--- config.mk ---
export PLATFORM = sky130hd
export DESIGN_NAME = io_arbiter_flat
export DESIGN_NICKNAME = d
export VERILOG_FILES = /design/src/rtl/io_arbiter_if.sv /design/src/rtl/io_arbiter.sv /design/src/flat_wrapper.sv
export SDC_FILE = /design/constraint.sdc
export NUM_CORES = 1
export LEC_CHECK = 0
export ABC_AREA = 1
export CAP_MARGIN = 15
export CELL_PAD_IN_SITES_DETAIL_PLACEMENT = 0
export CELL_PAD_IN_SITES_GLOBAL_PLACEMENT = 1
export CORE_MARGIN = 4
export CORE_UTILIZATION = 28
export CTS_BUF_LIST = sky130_fd_sc_hd__clkbuf_8
export DETAILED_ROUTE_END_ITERATION = 12
export MAX_ROUTING_LAYER = met4
export PLACE_DENSITY_LB_ADDON = 0.3
export SYNTH_ARGS = -nofsm -noshare
export SYNTH_HDL_FRONTEND = slang
export SYNTH_SLANG_ARGS = --single-unit
--- constraint.sdc ---
create_clock -name clk -period 2.1 [get_ports clk]
set_input_delay 0.315 -clock clk [delete_from_list [all_inputs] [get_ports clk]]
set_output_delay 0.315 -clock clk [all_outputs]
set_load 0.1 [all_outputs]
--- src/rtl/io_arbiter_if.sv ---
// io_arbiter_if: requester-side bus of io_arbiter, both requesters packed as {r1, r0}.
interface io_arbiter_if #(
   parameter int WIDTH     = 16,
   parameter int ADDR_BITS = 4
);
   logic [1:0]             req;
   logic [1:0]             we;
   logic [2*ADDR_BITS-1:0] addr;
   logic [2*WIDTH-1:0]     wdata;
   logic [1:0]             ack;
   logic [WIDTH-1:0]       rdata;
   modport master (output req, we, addr, wdata, input ack, rdata);
   modport slave  (input req, we, addr, wdata, output ack, rdata);
endinterface

--- src/rtl/io_arbiter.sv ---
// io_arbiter: two-requester arbiter in front of a single I/O port block.
// Define IO_ARB_ROUND_ROBIN_EN for round-robin on contention; default is fixed priority to requester 0.
module io_arbiter #(
   parameter int WIDTH     = 16,
   parameter int ADDR_BITS = 4
) (
   input  logic                 clk,
   input  logic                 rst,
   io_arbiter_if.slave          bus,
   output logic                 io_en,
   output logic                 io_r_or_w,
   output logic [ADDR_BITS-1:0] io_addr,
   output logic [WIDTH-1:0]     io_wdata,
   input  logic [WIDTH-1:0]     io_rdata,
   output logic                 busy,
   output logic                 last_grant
);
   typedef enum logic [1:0] {S_IDLE, S_ACCESS, S_COMPLETE} state_t;
   state_t                r_state, w_next;
   logic                  w_win, r_win, r_we, r_last;
   logic [ADDR_BITS-1:0]  r_addr;
   logic [WIDTH-1:0]      r_wdata, r_rdata;
   logic [1:0]            r_ack;
   always_ff @(posedge clk)
      if (rst) r_state <= S_IDLE;
      else     r_state <= w_next;
   always_comb begin
      w_next = (r_state == S_IDLE)   ? (|bus.req ? S_ACCESS : S_IDLE) :
               (r_state == S_ACCESS) ? S_COMPLETE : S_IDLE;
`ifdef IO_ARB_ROUND_ROBIN_EN
      w_win  = (&bus.req) ? ~r_last : ~bus.req[0];
`else
      w_win  = ~bus.req[0];
`endif
   end
   // Request fields are captured only at the grant edge, so later changes cannot disturb the access.
   always_ff @(posedge clk)
      if (rst) begin
         r_win   <= 1'b0;
         r_we    <= 1'b0;
         r_addr  <= '0;
         r_wdata <= '0;
         r_last  <= 1'b1;
         r_ack   <= 2'b00;
         r_rdata <= '0;
      end else begin
         r_ack <= (r_state == S_COMPLETE) ? (2'b01 << r_win) : 2'b00;
         if (r_state == S_COMPLETE) r_rdata <= io_rdata;
         if (r_state == S_IDLE && |bus.req) begin
            r_win   <= w_win;
            r_last  <= w_win;
            r_we    <= bus.we[w_win];
            r_addr  <= bus.addr[w_win*ADDR_BITS +: ADDR_BITS];
            r_wdata <= bus.wdata[w_win*WIDTH +: WIDTH];
         end
      end
   assign io_en      = r_state == S_ACCESS;
   assign io_r_or_w  = io_en & r_we;
   assign io_addr    = io_en ? r_addr : '0;
   assign io_wdata   = io_en ? r_wdata : '0;
   assign busy       = r_state != S_IDLE;
   assign last_grant = r_last;
   assign bus.ack    = r_ack;
   assign bus.rdata  = r_rdata;
endmodule

--- src/flat_wrapper.sv ---
// flat-port wrapper written by rule: the top's interface ports become plain ports
module io_arbiter_flat 
#(
   parameter int WIDTH     = 16,
   parameter int ADDR_BITS = 4
)
  (clk, rst, io_en, io_r_or_w, io_addr, io_wdata, io_rdata, busy, last_grant, bus_req, bus_we, bus_addr, bus_wdata, bus_ack, bus_rdata);
  io_arbiter_if #(.WIDTH(WIDTH), .ADDR_BITS(ADDR_BITS)) bus_i ();
  input  logic clk;
  input  logic rst;
  output logic io_en;
  output logic io_r_or_w;
  output logic [ADDR_BITS-1:0] io_addr;
  output logic [WIDTH-1:0] io_wdata;
  input  logic [WIDTH-1:0] io_rdata;
  output logic busy;
  output logic last_grant;
  input wire logic [$bits(bus_i.req)-1:0] bus_req;
  input wire logic [$bits(bus_i.we)-1:0] bus_we;
  input wire logic [$bits(bus_i.addr)-1:0] bus_addr;
  input wire logic [$bits(bus_i.wdata)-1:0] bus_wdata;
  output wire logic [$bits(bus_i.ack)-1:0] bus_ack;
  output wire logic [$bits(bus_i.rdata)-1:0] bus_rdata;
  assign bus_i.req = bus_req;
  assign bus_i.we = bus_we;
  assign bus_i.addr = bus_addr;
  assign bus_i.wdata = bus_wdata;
  assign bus_ack = bus_i.ack;
  assign bus_rdata = bus_i.rdata;
  io_arbiter #(.WIDTH(WIDTH), .ADDR_BITS(ADDR_BITS)) u_core (.clk(clk), .rst(rst), .bus(bus_i), .io_en(io_en), .io_r_or_w(io_r_or_w), .io_addr(io_addr), .io_wdata(io_wdata), .io_rdata(io_rdata), .busy(busy), .last_grant(last_grant));
endmodule
==> results.toml, run 1 <==
[synthesis]
netlist.area_leader.share_pct = 43.3
synthTopCellsByArea = "dfxtp_1 (43%), nand2_1 (20%), nor2_1 (18%)"
synth-seq-cells = 43
yosys_warnings = 0
syn_nets = 379
synth_top_area_cell = "dfxtp_1"
synthCells = 317
synth_cell_types = 17
syn_area_per_cell_um2 = 6.28
yosysSeqAreaShare_pct = 43.3
synth_area_um2 = 1990

[timing]
drv_slew = 0
grt_setup_unrepaired = "no"
max_freq_ghz = 0.554
setup_viol = 0
maxSlewHeadroom_pct = 71.2
min_period_ns = 1.81
finClkSkew_ns = 0.00594
hold_viol_final = 0
timing.hold.ws_ns = 0.459
period_share_pct = 86.0
tightestPinTransition_ns = 0.432

[clock_tree]
cts.sinks = 43
htree_levels = 2
worstSkewPairLatency_ns = 0.30
cts_tree = "built"
clkTransAtPathRegs_ns = 0.08
cts_made_buffers = 5
post_cts_buffers = 0
cts_root_buffer = "clkbuf_8"
post_cts_resize_count = 0
hold_buffers = 0
cts_buffer_depth = 2

[global_routing]
antenna_found_initial = 0
grt_pass1_wl_mm = 9.17
track_usage_pct = 13.7
gr-total-overflow = 0
grt_start_max_net_pins = 46
grt_pass1_vias = 2062

[setup_path]
path_class = "reg -> out"
path_buf_inv = 4
crit_family = "buffers and inverters"
cp_data_arrival_time_ns = 1.49
cp_slowest_cell = "dfxtp_1"
cp-end-kind = "primary output"
cp_max_fo = 9
crit_path_start_kind = "flip-flop"
worstPathRequired_ns = 1.78
crit_chain = "inv_1, nor2_4, inv_2, buf_4, nor2_4, buf_12"
cpPeakStageDelay_ns = 0.38
critPathMostFrequentCell = "nor2_4"

[layout]
fin_cells = 513
num-fill-cells = 669
fin_nets = 479
area_growth_pct = 76.6
final_common_cell = "nand2_1"
antenna_cells = 0
post-route-util_pct = 51.4
drive_above_1_share_pct = 19.9
layout_common_cells = "nand2_1 (108), nor2_1 (76), clkdlybuf4s50_1 (61)"
layout.area.seq_um2 = 861
multiInputGateArea_um2 = 1070

[place]
hpwl_mm = 4.16
portBuffers = 103
place_congestion = 0.719
dp.cells = 506

[min_path]
min_path_type = "reg -> reg"

[die]
pin_count = 104
coreArea_um2 = 6830
num_rows = 30
dieArea_um2 = 8520
fp.dieH_um = 92.3
die_w_um = 92.3
start_util_pct = 29.1

[route]
drtPass1Iterations = 7
wl_per_cell_um = 10.7
vias = 2083
drt_iter0_markers = 67
ant_nets = 0
drc = 0
totalWireLength_mm = 5.51
via_per_inst = 4.06

[power]
powerDensity_nw_per_um2 = 698
power.total_uw = 2450
p_leak_uw = 0.00158
ir_drop_v = 0.000451

[job]
cap_violations = 0

[run_status]
status = "complete, no violations"
==> layer usage <==
metal	vias up	GRT usage, %	wire, um
met2	66	22.9	2560
met5	-	-	0
met3	3	5.12	486
met1	881	15.9	2440
li1	1133	-	-
met4	0	2.60	29
==> cells in the mapped netlist (all sizes together) <==
library cell	count
nand2	110
nor2	99
dfxtp	43
inv	28
o21ai	16
buf	15
nand3	2
a21oi	1
clkbuf	1
nor3	1
nor3b	1
==> cell type report <==
type | count | share of cell area [%]
Multi-Input combinational cell | 230 | 30.6
Inverter | 28 | 2.99
Timing Repair Buffer | 109 | 35.5
Clock inverter | 2 | 1.07
Tap cell | 96 | 3.42
Clock buffer | 5 | 1.96
Sequential cell | 43 | 24.5
==> registers in the layout, summed over array words and instances, names as in the netlist <==
signal	cells
u_core.last_grant	1
u_core.r_we	1
u_core.r_win	1
u_core.r_addr	4
u_core.r_wdata	16
u_core.bus.ack	2
u_core.r_state	2
u_core.bus.rdata	16
==> power by group <==
part           switching (uW)  internal [uW]  leakage (uW)
Sequential               26.7            886      0.000354
Clock                     287            348     0.0000502
Combinational             595            309       0.00117
Total                     909           1540       0.00158
==> metrics by stage <==
step / instance area [um^2] / setup WS, ns / setup TNS [ns]
final: 3510 / 0.294 / 0
after global routing: 3510 / 0.222 / 0
after CTS: 3510 / 0.272 / 0
after detailed placement: 3410 / 0.412 / 0
after global placement: 3410 / 0.438 / 0
after floorplan: 2150 / -0.0970 / -1.29
==> path summary, 6_finish.rpt <==
| path | from | to | slack (ns) | cells past startpoint |
|---|---|---|---|---|
| min reg2reg | u_core.r_win$_SDFFE_PP0P_ | u_core.bus.ack[0]$_SDFF_PP0_ | 0.46 | 1 |
| max reg2reg | u_core.r_state[1]$_SDFF_PP0_ | u_core.r_wdata[0]$_SDFFE_PP0P_ | 0.84 | 5 |
| min | u_core.r_win$_SDFFE_PP0P_ | u_core.bus.ack[0]$_SDFF_PP0_ | 0.46 | 1 |
| max | u_core.r_state[0]$_SDFF_PP0_ | io_wdata[8] | 0.29 | 6 |
==> kinds of logic after synthesis <==
logic type,after synthesis,share of synthesized area [%]
flops,43,43.3
buf+inv,44,10.6
compound gates,17,4.28
simple gates,213,41.8
Power figures use the tool's default switching activity.
==> run 2: changes to the inputs <==
- CELL_PAD_IN_SITES_DETAIL_PLACEMENT: 0 -> default
- CELL_PAD_IN_SITES_GLOBAL_PLACEMENT: 1 -> default
- CORE_UTILIZATION: 28 -> 38
- GPL_TIMING_DRIVEN: default -> 0
==> run 2 against run 1 <==
  * Sequential power is essentially flat
  * Largest power group unchanged
  * Non-clock buffer count rose by 10
  * Highest routed layer unchanged
  * Hold slack better by 0.0032 ns
  * Clock skew is essentially flat
  * First-iteration DRC count fell by 6.0%
  * Design area is 6.0% lower
  * Register-to-register slack better by 0.10 ns
  * Via count is 3.0% higher
  * Wire length down 2.5%
  * Global-route usage increased by 3.4 points
==> results.toml, run 2 (synthesis results as in run 1) <==
[timing]
setup_viol = 0
timing.hold.ws_ns = 0.462
period_share_pct = 92.4
hold_viol_final = 0
setup_tns_ns = 0
finClkSkew_ns = 0.00601
min_period_ns = 1.94
drv_slew = 0
grt_setup_unrepaired = "no"
tightestPinTransition_ns = 0.989
max_freq_ghz = 0.516
maxSlewHeadroom_pct = 33.9

[route]
totalWireLength_mm = 5.37
vias = 2145
ant_nets = 0
drtPass1Iterations = 4
via_per_inst = 4.31
drc = 0
drt_iter0_markers = 63
wl_per_cell_um = 10.8

[clock_tree]
cts_buffer_depth = 2
post_cts_buffers = 0
htree_levels = 2
cts_root_buffer = "clkbuf_8"
worstSkewPairLatency_ns = 0.29
cts_made_buffers = 5
cts.sinks = 43
clkTransAtPathRegs_ns = 0.08
cts_tree = "built"

[setup_path]
cp_max_fo = 10
crit_path_start_kind = "flip-flop"
cp-end-kind = "primary output"
path_class = "reg -> out"
cp_data_arrival_time_ns = 1.62
worstPathRequired_ns = 1.78

[place]
dpl-instance-area_um2 = 3270
dp.cells = 490
place_congestion = 0.747
hpwl_mm = 4.21
portBuffers = 103

[layout]
num-fill-cells = 482
fin_cells = 498
antenna_cells = 0
fin_area_um2 = 3300
area_growth_pct = 66.0
fin_nets = 489
final_common_cell = "nand2_1"
layout_common_cells = "nand2_1 (108), nor2_1 (76), clkdlybuf4s50_1 (61)"
drive_above_1_share_pct = 17.1

[die]
start_util_pct = 39.2
pin_count = 104
coreArea_um2 = 5070
dieArea_um2 = 6460
fp.dieH_um = 80.4
num_rows = 26
die_w_um = 80.4

[power]
p_leak_uw = 0.00168
p_comb_share_pct = 37.9
power_frac_clock_pct = 22.1
power_frac_seq_pct = 40.0
ir_drop_v = 0.000458
power.switching_uw = 892
p_int_uw = 1380
powerDensity_nw_per_um2 = 689
switching_share_pct = 39.2

[job]
cap_violations = 0

[global_routing]
antenna_found_initial = 0
grt_pass1_wl_mm = 8.56
track_usage_pct = 17.1
gr-total-overflow = 0
grt_start_max_net_pins = 14
grt_pass1_vias = 1978

[run_status]
status = "complete, no violations"

[min_path]
min_path_type = "reg -> reg"
[run 2: changes by cell type in the layout (fill, tap and decap cells not counted), moves of 2 or more]
cell,before,now
dlymetal6s2s_1,0,8
buf_12,22,0
dlygate4sd2_1,0,11
buf_4,26,3
clkbuf_2,0,2
buf_6,0,4
buf_2,0,8
clkbuf_4,0,20
[run 2: area by class of cell]
type	instances	area [um^2]	share of cell area, %
Multi-Input combinational cell	230	1070	32.5
Timing Repair Buffer	103	978	29.6
Sequential cell	43	861	26.1
Buffer	16	111	3.37
Inverter	28	105	3.18
Tap cell	70	87.6	2.65
Clock buffer	5	68.8	2.08
Clock inverter	3	16.3	0.492
[run 2: power groups by stage]
| stage | clock [uW] | sequential [uW] | combinational [uW] |
|---|---|---|---|
| after floorplan | 0 | 1080 | 479 |
| after global placement | 0 | 928 | 882 |
| after detailed placement | 0 | 932 | 890 |
| after CTS | 526 | 912 | 865 |
| after global routing | 553 | 919 | 928 |
| final | 503 | 911 | 861 |
[run 2: metal layers]
metal	share of wire (%)	GRT usage (%)	routed length, um
met4	0.60	4.05	32
met3	11	7.06	597
met1	42	18.7	2250
met2	46	29.1	2490
met5	0	-	0
[run 2: worst max-delay path: stages (launching register included)]
cell and delay (ns):
dfxtp_1 0.38, inv_1 0.12, nor2_4 0.10, inv_2 0.06, buf_4 0.23, nor2_4 0.12, clkbuf_4 0.33
[run 2: stage by stage]
| step | util [%] | setup slack (ns) | total power (uW) |
|---|---|---|---|
| after detailed placement | 64.4 | -0.415 | 1820 |
| after CTS | 63.9 | 0.000523 | 2300 |
| after floorplan | - | -0.0970 | 1560 |
| after global routing | 65.1 | 0.0542 | 2400 |
| after global placement | 64.4 | -0.403 | 1810 |
| final | 65.1 | 0.160 | 2280 |
[run 2: what timing repair did]
item,CTS,global route
setup endpoints to repair,34,30
hold buffers,0,0
hold endpoints to repair,0,0
gates resized for setup,119,30
[run 2: final timing paths]
check	slack, ns	end	from	cells past startpoint
worst max-delay path	0.16	io_addr[1]	u_core.r_state[0]$_SDFF_PP0_	6
worst min-delay path	0.46	u_core.bus.ack[0]$_SDFF_PP0_	u_core.r_win$_SDFFE_PP0P_	1
worst max register to register	0.94	u_core.bus.rdata[10]$_SDFFE_PP0N_	u_core.r_state[1]$_SDFF_PP0_	4
worst min register to register	0.46	u_core.bus.ack[0]$_SDFF_PP0_	u_core.r_win$_SDFFE_PP0P_	1
